[config.mk]
export PLATFORM = sky130hd
export DESIGN_NAME = led_strand_driver
export DESIGN_NICKNAME = d
export VERILOG_FILES = /design/src/rtl/led_strand_pkg.sv /design/src/rtl/strand_bit_encoder.sv /design/src/rtl/led_strand_driver.sv
export SDC_FILE = /design/constraint.sdc
export NUM_CORES = 1
export LEC_CHECK = 0
export ABC_AREA = 1
export CAP_MARGIN = 20
export CORE_UTILIZATION = 30
export DETAILED_ROUTE_END_ITERATION = 8
export GPL_ROUTABILITY_DRIVEN = 0
export PLACE_DENSITY = 0.56
export SLEW_MARGIN = 20
export SYNTH_ARGS = -nofsm -noshare
export SYNTH_HDL_FRONTEND = slang
export SYNTH_SLANG_ARGS = --single-unit
[constraint.sdc]
create_clock -name clk -period 1.9 [get_ports clk]
set_input_delay 0.285 -clock clk [delete_from_list [all_inputs] [get_ports clk]]
set_output_delay 0.285 -clock clk [all_outputs]
set_load 0.02 [all_outputs]
[src/rtl/led_strand_pkg.sv]
// Shared state type, colour width and counter sizing helper for the strand driver.
package led_strand_pkg;

  typedef enum logic [1:0] {
    RESET_HOLD = 2'd0,
    LOAD       = 2'd1,
    WAIT_COLOR = 2'd2,
    SEND       = 2'd3
  } state_t;

  localparam int COLOR_BITS = 24;
  localparam int BIT_IDX_W  = $clog2(COLOR_BITS);

  // Bits needed to count 0 .. period-1.
  function automatic int counter_width(input int period);
    return (period > 1) ? $clog2(period) : 1;
  endfunction

endpackage

[src/rtl/strand_bit_encoder.sv]
// Emits one strand bit per start strobe: high for T0H/T1H cycles, then low
// to the end of a COUNTER_PERIOD-cycle bit slot. Output is registered.
module strand_bit_encoder
  import led_strand_pkg::*;
#(
  parameter int COUNTER_PERIOD = 125,
  parameter int T0H            = 35,
  parameter int T1H            = 70
) (
  input  logic clk,
  input  logic rst,
  input  logic start,
  input  logic bit_value,
  output logic strand_tx,
  output logic bit_done
);

  localparam int CNT_W = counter_width(COUNTER_PERIOD);

  logic [CNT_W-1:0] cnt;
  logic [CNT_W-1:0] cnt_inc;
  logic [CNT_W-1:0] high_len;
  logic             active;
  logic             bit_reg;

  assign cnt_inc  = cnt + CNT_W'(1);
  assign high_len = bit_reg ? CNT_W'(T1H) : CNT_W'(T0H);
  assign bit_done = active && (cnt == CNT_W'(COUNTER_PERIOD - 1));

  // A start in the final slot cycle chains the next bit with no gap.
  always_ff @(posedge clk or posedge rst) begin
    if (rst) begin
      cnt       <= '0;
      active    <= 1'b0;
      bit_reg   <= 1'b0;
      strand_tx <= 1'b0;
    end else if (start) begin
      cnt       <= '0;
      active    <= 1'b1;
      bit_reg   <= bit_value;
      strand_tx <= 1'b1;
    end else if (bit_done) begin
      cnt       <= '0;
      active    <= 1'b0;
      strand_tx <= 1'b0;
    end else if (active) begin
      cnt       <= cnt_inc;
      strand_tx <= (cnt_inc < high_len);
    end
  end

endmodule

[src/rtl/led_strand_driver.sv]
// WS2812-style strand serialiser: requests colours per LED, sends GRB MSB first,
// inserts the latch gap between frames. Optional LED_STRAND_FRAME_COUNT_EN adds frame_count.
module led_strand_driver
  import led_strand_pkg::*;
#(
  parameter int NUM_LEDS          = 50,
  parameter int LED_ADDRESS_WIDTH = 6,
  parameter int COUNTER_PERIOD    = 125,
  parameter int T0H               = 35,
  parameter int T1H               = 70,
  parameter int RESET_PERIOD      = 5000
) (
  input  logic                         clk,
  input  logic                         rst,
  input  logic [7:0]                   green_in,
  input  logic [7:0]                   red_in,
  input  logic [7:0]                   blue_in,
  input  logic                         color_valid,
  output logic [LED_ADDRESS_WIDTH-1:0] next_led_request,
  output logic                         strand_tx,
  output logic                         frame_done,
  output logic                         underrun
`ifdef LED_STRAND_FRAME_COUNT_EN
  ,
  output logic [15:0]                  frame_count
`endif
);

  localparam int HOLD_W = counter_width(RESET_PERIOD);

  state_t                  state;
  state_t                  state_nxt;
  logic [HOLD_W-1:0]       hold_cnt;
  logic [COLOR_BITS-1:0]   shift_reg;
  logic [BIT_IDX_W-1:0]    bit_idx;
  logic                    last_led;
  logic                    at_last;
  logic                    hold_done;
  logic                    latch;
  logic                    start;
  logic                    bit_value;
  logic                    bit_done;
  logic                    frame_end;
  logic                    underrun_set;

  assign hold_done = (hold_cnt == HOLD_W'(RESET_PERIOD - 1));
  assign at_last   = (next_led_request == LED_ADDRESS_WIDTH'(NUM_LEDS - 1));

  always_ff @(posedge clk or posedge rst) begin
    if (rst) state <= RESET_HOLD;
    else     state <= state_nxt;
  end

  always_comb begin
    state_nxt    = state;
    latch        = 1'b0;
    start        = 1'b0;
    bit_value    = shift_reg[COLOR_BITS-2];
    frame_end    = 1'b0;
    underrun_set = 1'b0;
    case (state)
      RESET_HOLD: if (hold_done) state_nxt = LOAD;
      LOAD, WAIT_COLOR: begin
        if (color_valid) begin
          latch     = 1'b1;
          start     = 1'b1;
          bit_value = green_in[7];
          state_nxt = SEND;
        end else if (state == LOAD) begin
          underrun_set = 1'b1;
          state_nxt    = WAIT_COLOR;
        end
      end
      SEND: begin
        if (bit_done) begin
          if (bit_idx == BIT_IDX_W'(COLOR_BITS - 1)) begin
            if (last_led) begin
              frame_end = 1'b1;
              state_nxt = RESET_HOLD;
            end else begin
              state_nxt = LOAD;
            end
          end else begin
            start = 1'b1;
          end
        end
      end
      default: state_nxt = RESET_HOLD;
    endcase
  end

  // shift_reg[MSB] is always the bit currently on the wire.
  always_ff @(posedge clk or posedge rst) begin
    if (rst) begin
      hold_cnt         <= '0;
      shift_reg        <= '0;
      bit_idx          <= '0;
      last_led         <= 1'b0;
      next_led_request <= '0;
      frame_done       <= 1'b0;
      underrun         <= 1'b0;
    end else begin
      frame_done <= frame_end;
      underrun   <= underrun_set;
      hold_cnt   <= (state == RESET_HOLD && !hold_done) ? hold_cnt + HOLD_W'(1) : '0;
      if (latch) begin
        shift_reg        <= {green_in, red_in, blue_in};
        bit_idx          <= '0;
        last_led         <= at_last;
        next_led_request <= at_last ? '0 : next_led_request + LED_ADDRESS_WIDTH'(1);
      end else if (start) begin
        shift_reg <= {shift_reg[COLOR_BITS-2:0], 1'b0};
        bit_idx   <= bit_idx + BIT_IDX_W'(1);
      end
    end
  end

`ifdef LED_STRAND_FRAME_COUNT_EN
  always_ff @(posedge clk or posedge rst) begin
    if (rst)            frame_count <= '0;
    else if (frame_end) frame_count <= frame_count + 16'd1;
  end
`endif

  strand_bit_encoder #(
    .COUNTER_PERIOD (COUNTER_PERIOD),
    .T0H            (T0H),
    .T1H            (T1H)
  ) u_encoder (
    .clk       (clk),
    .rst       (rst),
    .start     (start),
    .bit_value (bit_value),
    .strand_tx (strand_tx),
    .bit_done  (bit_done)
  );

endmodule

* Word-level counts from Yosys, hierarchy flattened
Cells that the tools add are included.
** Operators by class
- $add $sub $neg :: 4
- Magnitude comparators :: 1
- Eq/ne operators :: 11
- Mux-type cells :: 36
- Reductions and logical operators :: 9
** Operators with widths (number)
- $mux W23 :: 2
- $mux W7 :: 4
- $mux W1 :: 19
- $add A13 B1 Y13 const B :: 1
- $eq A13 B13 Y1 const B :: 1
- $mux W13 :: 1
- $mux W2 :: 5
- $mux W5 :: 2
- $add A7 B1 Y7 const B :: 1
- $eq A7 B7 Y1 const B :: 1
- $lt A7 B7 Y1 :: 1
- $add A6 B1 Y6 const B :: 1
- $eq A6 B6 Y1 const B :: 1
- $mux W6 :: 1
- $ne A2 B2 Y1 const B :: 3
- $pmux W2 S3 :: 1
- $add A5 B1 Y5 const B :: 1
- $eq A5 B5 Y1 const B :: 1
- $eq A2 B2 Y1 const B :: 2
- $reduce_and A4 Y1 :: 1
- $reduce_bool A2 Y1 :: 2
- $ne A3 B3 Y1 const B :: 1
- $reduce_bool A3 Y1 :: 1
- $eq A2 B1 Y1 const B :: 1
- 5 further kinds :: 6
** Word-level totals
- Flip-flop bits (word level) :: 62
- Logic and storage cells :: 73

* Logic depth before layout (Yosys ltp)
- Depth after elaboration :: 6
- Mapped depth :: 12

* Hierarchy
From an unflattened synthesis, not the netlist that was laid out.
** Unflattened totals
- Cells, all modules :: 439
- Area, all modules :: 3359.5 um^2
** Modules (own cells, without submodules)
- led_strand_driver :: instances 1, cells an instance 353, area each 2718.9 um^2, seq. area each 1301.2 um^2
- strand_bit_encoder :: instances 1, cells an instance 86, area each 640.6 um^2, seq. area each 250.2 um^2

* Worst setup path after synthesis
No wires, ideal clock.
- Kind :: register to register
- Start point :: register state[0]
- End point :: register shift_reg[10]
- Arrival :: 1.679 ns
- Data required time :: 1.831 ns
- Path slack :: 0.152 ns
- Cell stages (with the launch flop) :: 9
- Period minus slack after synthesis :: 1.748 ns
- Path through :: dfrtp_1 > inv_1 > ha_1 > nand2_2 > inv_2 > nor2_1 > clkbuf_1 > nand3_1 > nand3_1
** On the way
- Cells in the longest elaborated chain, start to end :: 4
- Elaborated cells between the ends (all ways) :: 8
- Those cells by class :: 3 x eq/ne; 3 x mux; 2 x reduce/logical
** Ends and longest elaborated chain
- from (decl) :: RTL line led_strand_driver.sv:31 : state_t state;
- from (signal assigned) :: RTL line led_strand_driver.sv:51 : else state <= state_nxt;
- $eq A2 B1 Y1 or $eq A2 B2 Y1 (tied branches) :: RTL line led_strand_driver.sv:61 : case (state)
- $reduce_or A2 Y1 :: RTL line led_strand_driver.sv:61
- $pmux W1 S2 or $mux W1 (tied branches) :: RTL line led_strand_driver.sv:61
- $reduce_bool A2 Y1 (no line) or $mux W23 (tied branches)
- to (signal assigned) :: RTL line led_strand_driver.sv:107 : shift_reg <= {green_in, red_in, blue_in};
- to (signal assigned) :: RTL line led_strand_driver.sv:112 : shift_reg <= {shift_reg[COLOR_BITS-2:0], 1'b0};
- to (decl) :: RTL line led_strand_driver.sv:34 : logic [COLOR_BITS-1:0] shift_reg;
Parallel ways exist; a longest one is shown, timed or not.
A chain may end at the register's enable or synchronous reset.

* Final worst setup path
- Start point :: register u_encoder.cnt[0]
- End point :: register shift_reg[17]
** On the way
- Cells in the longest elaborated chain, start to end :: 5
** Ends and longest elaborated chain
- from (decl) :: RTL line strand_bit_encoder.sv:20 : logic [CNT_W-1:0] cnt;
- from (signal assigned) :: RTL line strand_bit_encoder.sv:47 : cnt <= cnt_inc;
- $eq A7 B7 Y1 :: RTL line strand_bit_encoder.sv:28 : assign bit_done = active && (cnt == CNT_W'(COUNTER_PERIOD - 1));
- $logic_and A1 B1 Y1 :: RTL line strand_bit_encoder.sv:28
- $mux W1 :: RTL line led_strand_driver.sv:75 : if (bit_done) begin
- $pmux W1 S2 :: RTL line led_strand_driver.sv:61
- $reduce_bool A2 Y1 (no line)
No other way between the ends.

==> impl_metrics.json <==
{
  "status": "completed",
  "synthMuxAreaShare": 0,
  "dr.pass1.iters": 4,
  "drcViolationCount": 0,
  "wl_met1_um": 3180,
  "ys_seq_elements": 62,
  "synth_adder_area_share": 0.0469,
  "grt_pass1_wl_um": 12100,
  "ir_drop_mv": 0.309,
  "yosysWarnings": 0,
  "wire_per_inst_um": 11.4,
  "fin_total_pwr_mw": 2.68,
  "drv_cap": 0,
  "required_ns": 2.11,
  "clk_pin_slew_worst_paths_ns": 0.07,
  "placed_area_sq_um": 3790,
  "vias_per_cell": 4.61,
  "clk_latency_ns": 0.34,
  "grt_start_max_net_pins": 31,
  "cts_max_level": 3,
  "insertedDiodeCount": 0,
  "synth_edf_count": 0,
  "dieArea_sq_um": 11100,
  "drtIter0Drc": 76,
  "crit_path_end_kind": "flop",
  "ys_seq_area_frac": 0.485,
  "die_h_um": 105,
  "critPathMaxStageDelay_ns": 0.45,
  "cts.path.max_buffers": 2,
  "cts_buffers": 9,
  "crit_path_max_fanout": 25,
  "top_layer_used": "met4",
  "rows": 37,
  "largest_reg_flops": 23,
  "synth_area_leader_cell": "dfrtp_1",
  "synthFlopType": "dfrtp_1",
  "die_w_um": 105,
  "port_buffers": 35,
  "critPathArrivalTime_ns": 1.96,
  "syn_inst": 395,
  "area_growth_pct": 26.0,
  "tightest_slew_ns": 0.357,
  "async_reset_ff_frac": 1.00,
  "start_util": 0.310,
  "syn_area_sq_um": 3200,
  "antenna_found_initial": 0,
  "cp_top_family": "simple AND/OR/NAND/NOR gates",
  "min_period_ns": 1.74,
  "finalMaxSlewViolations": 0,
  "fmax_ghz": 0.574,
  "synth_top_area_frac": 0.485,
  "crit_slowest_cell": "dfrtp_2",
  "drive_gt1_frac": 0.109,
  "cp-start-kind": "flop",
  "setup_viol": 0,
  "layout_common_cells": "100 x nand2_1, 60 x dfrtp_1, 59 x nand3_1",
  "final_common_cell": "nand2_1",
  "fin_skew_ns": 0.00762,
  "cts_root_buffer": "clkbuf_8",
  "hpwl_um": 4820,
  "wl_met2_um": 3170,
  "synth_top_family_by_area": "simple AND/OR/NAND/NOR gates",
  "slew_headroom": 0.760,
  "cts_tree": "built",
  "cts.sinks": 62,
  "via_count": 2697,
  "holdCritPathClass": "input pin to asynchronous set/reset pin",
  "syn_area_per_cell_sq_um": 8.10,
  "synth_nets": 434,
  "synthSimpleGateAreaFrac": 0.312,
  "routed_wl_um": 6680,
  "ios": 36,
  "final_area_sq_um": 4030,
  "first_global_vias": 2705,
  "synthTopCellsByArea": "dfrtp_1 48%, nand2_1 12%, nand3_1 9.2%, inv_1 4.8%, ha_1 4.7%",
  "crit_chain": "buf_4 > inv_1 > ha_1 > nand3_1 > nor2_4 > nand2_4 > o21ai_4 > inv_4 > nand2_1 > nand3_1",
  "crit_top_cell": "nand3_1",
  "rsz0062_at_grt": "false",
  "worst-path-buf-inv": 3,
  "postRouteAntennaNets": 0,
  "finalSetupTns_ns": 0,
  "hold_viol_final": 0,
  "synth_xor_area_frac": 0.0246,
  "grt_util_all_layers": 0.136,
  "power.density_nw_per_um2": 665,
  "power.leakage_nw": 1.93,
  "worst_hold_slack_ns": 0.240,
  "critPathKind": "flop to flop",
  "synth-compound-area-share": 0.0591,
  "grt-ovfl-total": 0,
  "ys_types": 29,
  "min_period_over_period": 0.917,
  "route.met3.wl_um": 233,
  "finalNetCount": 483,
  "cts_hold_buffers": 0,
  "core_sq_um": 10300
}
## cell families (layout without fill, tap and decap cells)
logic type | count (synthesis) | in the layout
and+or+nand+nor | 223 | 223
DFF | 62 | 62
buffers and inverters | 56 | 110
AOI/OAI and AO/OA | 33 | 33
adders and majority gates | 12 | 12
xor gates and xnor gates | 9 | 9
## power breakdown
| group | switching (mW) | internal, mW | leakage, nW |
|---|---|---|---|
| logic | 0.0357 | 0.0533 | 1.01 |
| clock network | 0.501 | 0.771 | 0.110 |
| registers | 0 | 1.32 | 0.812 |
## final cells by class
class,instances,area [sq um]
fill,1063,6290
clock buffer,12,145
timing repair buffer,48,485
sequential,62,1550
tap,136,170
inverter,46,176
clock inverter,4,70.1
multi-input combinational,277,1430
## worst paths after layout
path / cells after the start / endpoint / from / slack [ns]
hold / removal: 2 / next_led_request[1]$_DFFE_PP0N_ / rst / 0.24
setup reg to reg: 10 / shift_reg[17]$_DFFE_PP0P_ / u_encoder.cnt[0]$_DFFE_PP0P_ / 0.16
max in group asynchronous: 3 / u_encoder.cnt[0]$_DFFE_PP0P_ / rst / 1.17
hold reg to reg: 1 / hold_cnt[0]$_DFF_PP0_ / hold_cnt[0]$_DFF_PP0_ / 0.46
setup / recovery: 10 / shift_reg[17]$_DFFE_PP0P_ / u_encoder.cnt[0]$_DFFE_PP0P_ / 0.16
min in group clk: 1 / hold_cnt[0]$_DFF_PP0_ / hold_cnt[0]$_DFF_PP0_ / 0.46
## worst reg2reg max path, delay by kind of cell (launching register included)
family	cells	cell delay, ns
DFF	1	0.45
and+or+nand+nor	5	0.53
AOI/OAI and AO/OA	1	0.16
buffers and inverters	3	0.34
adders and majority gates	1	0.13
## metrics by stage
stage	setup slack, ns	std cells	utilization
after floorplan	0.0736	395	-
after global placement	0.130	568	0.367
after detailed placement	0.0766	568	0.367
after CTS	0.0552	584	0.388
after global routing	0.00948	585	0.391
final	0.158	585	0.391
## cell usage after synthesis, types with 5 or more instances
master / instances
ha_1: 12
nand3_1: 59
nand2_1: 100
xor2_1: 9
a21oi_1: 13
nor3_1: 15
inv_1: 41
nor2_1: 29
nand2_2: 7
o22ai_1: 6
o21ai_0: 11
nor3b_1: 5
dfrtp_1: 62
## timing repair
item,4_1_cts,5_1_grt
endpoints found under the setup margin,0,1
buffers inserted,0,1
resized for setup,0,5
## layer usage
metal	GRT usage	vias to the layer above
met2	0.225	44
met5	0	-
li1	-	1376
met3	0.0260	11
met1	0.174	1266
met4	0.0604	0
Power figures use the tool's default switching activity.
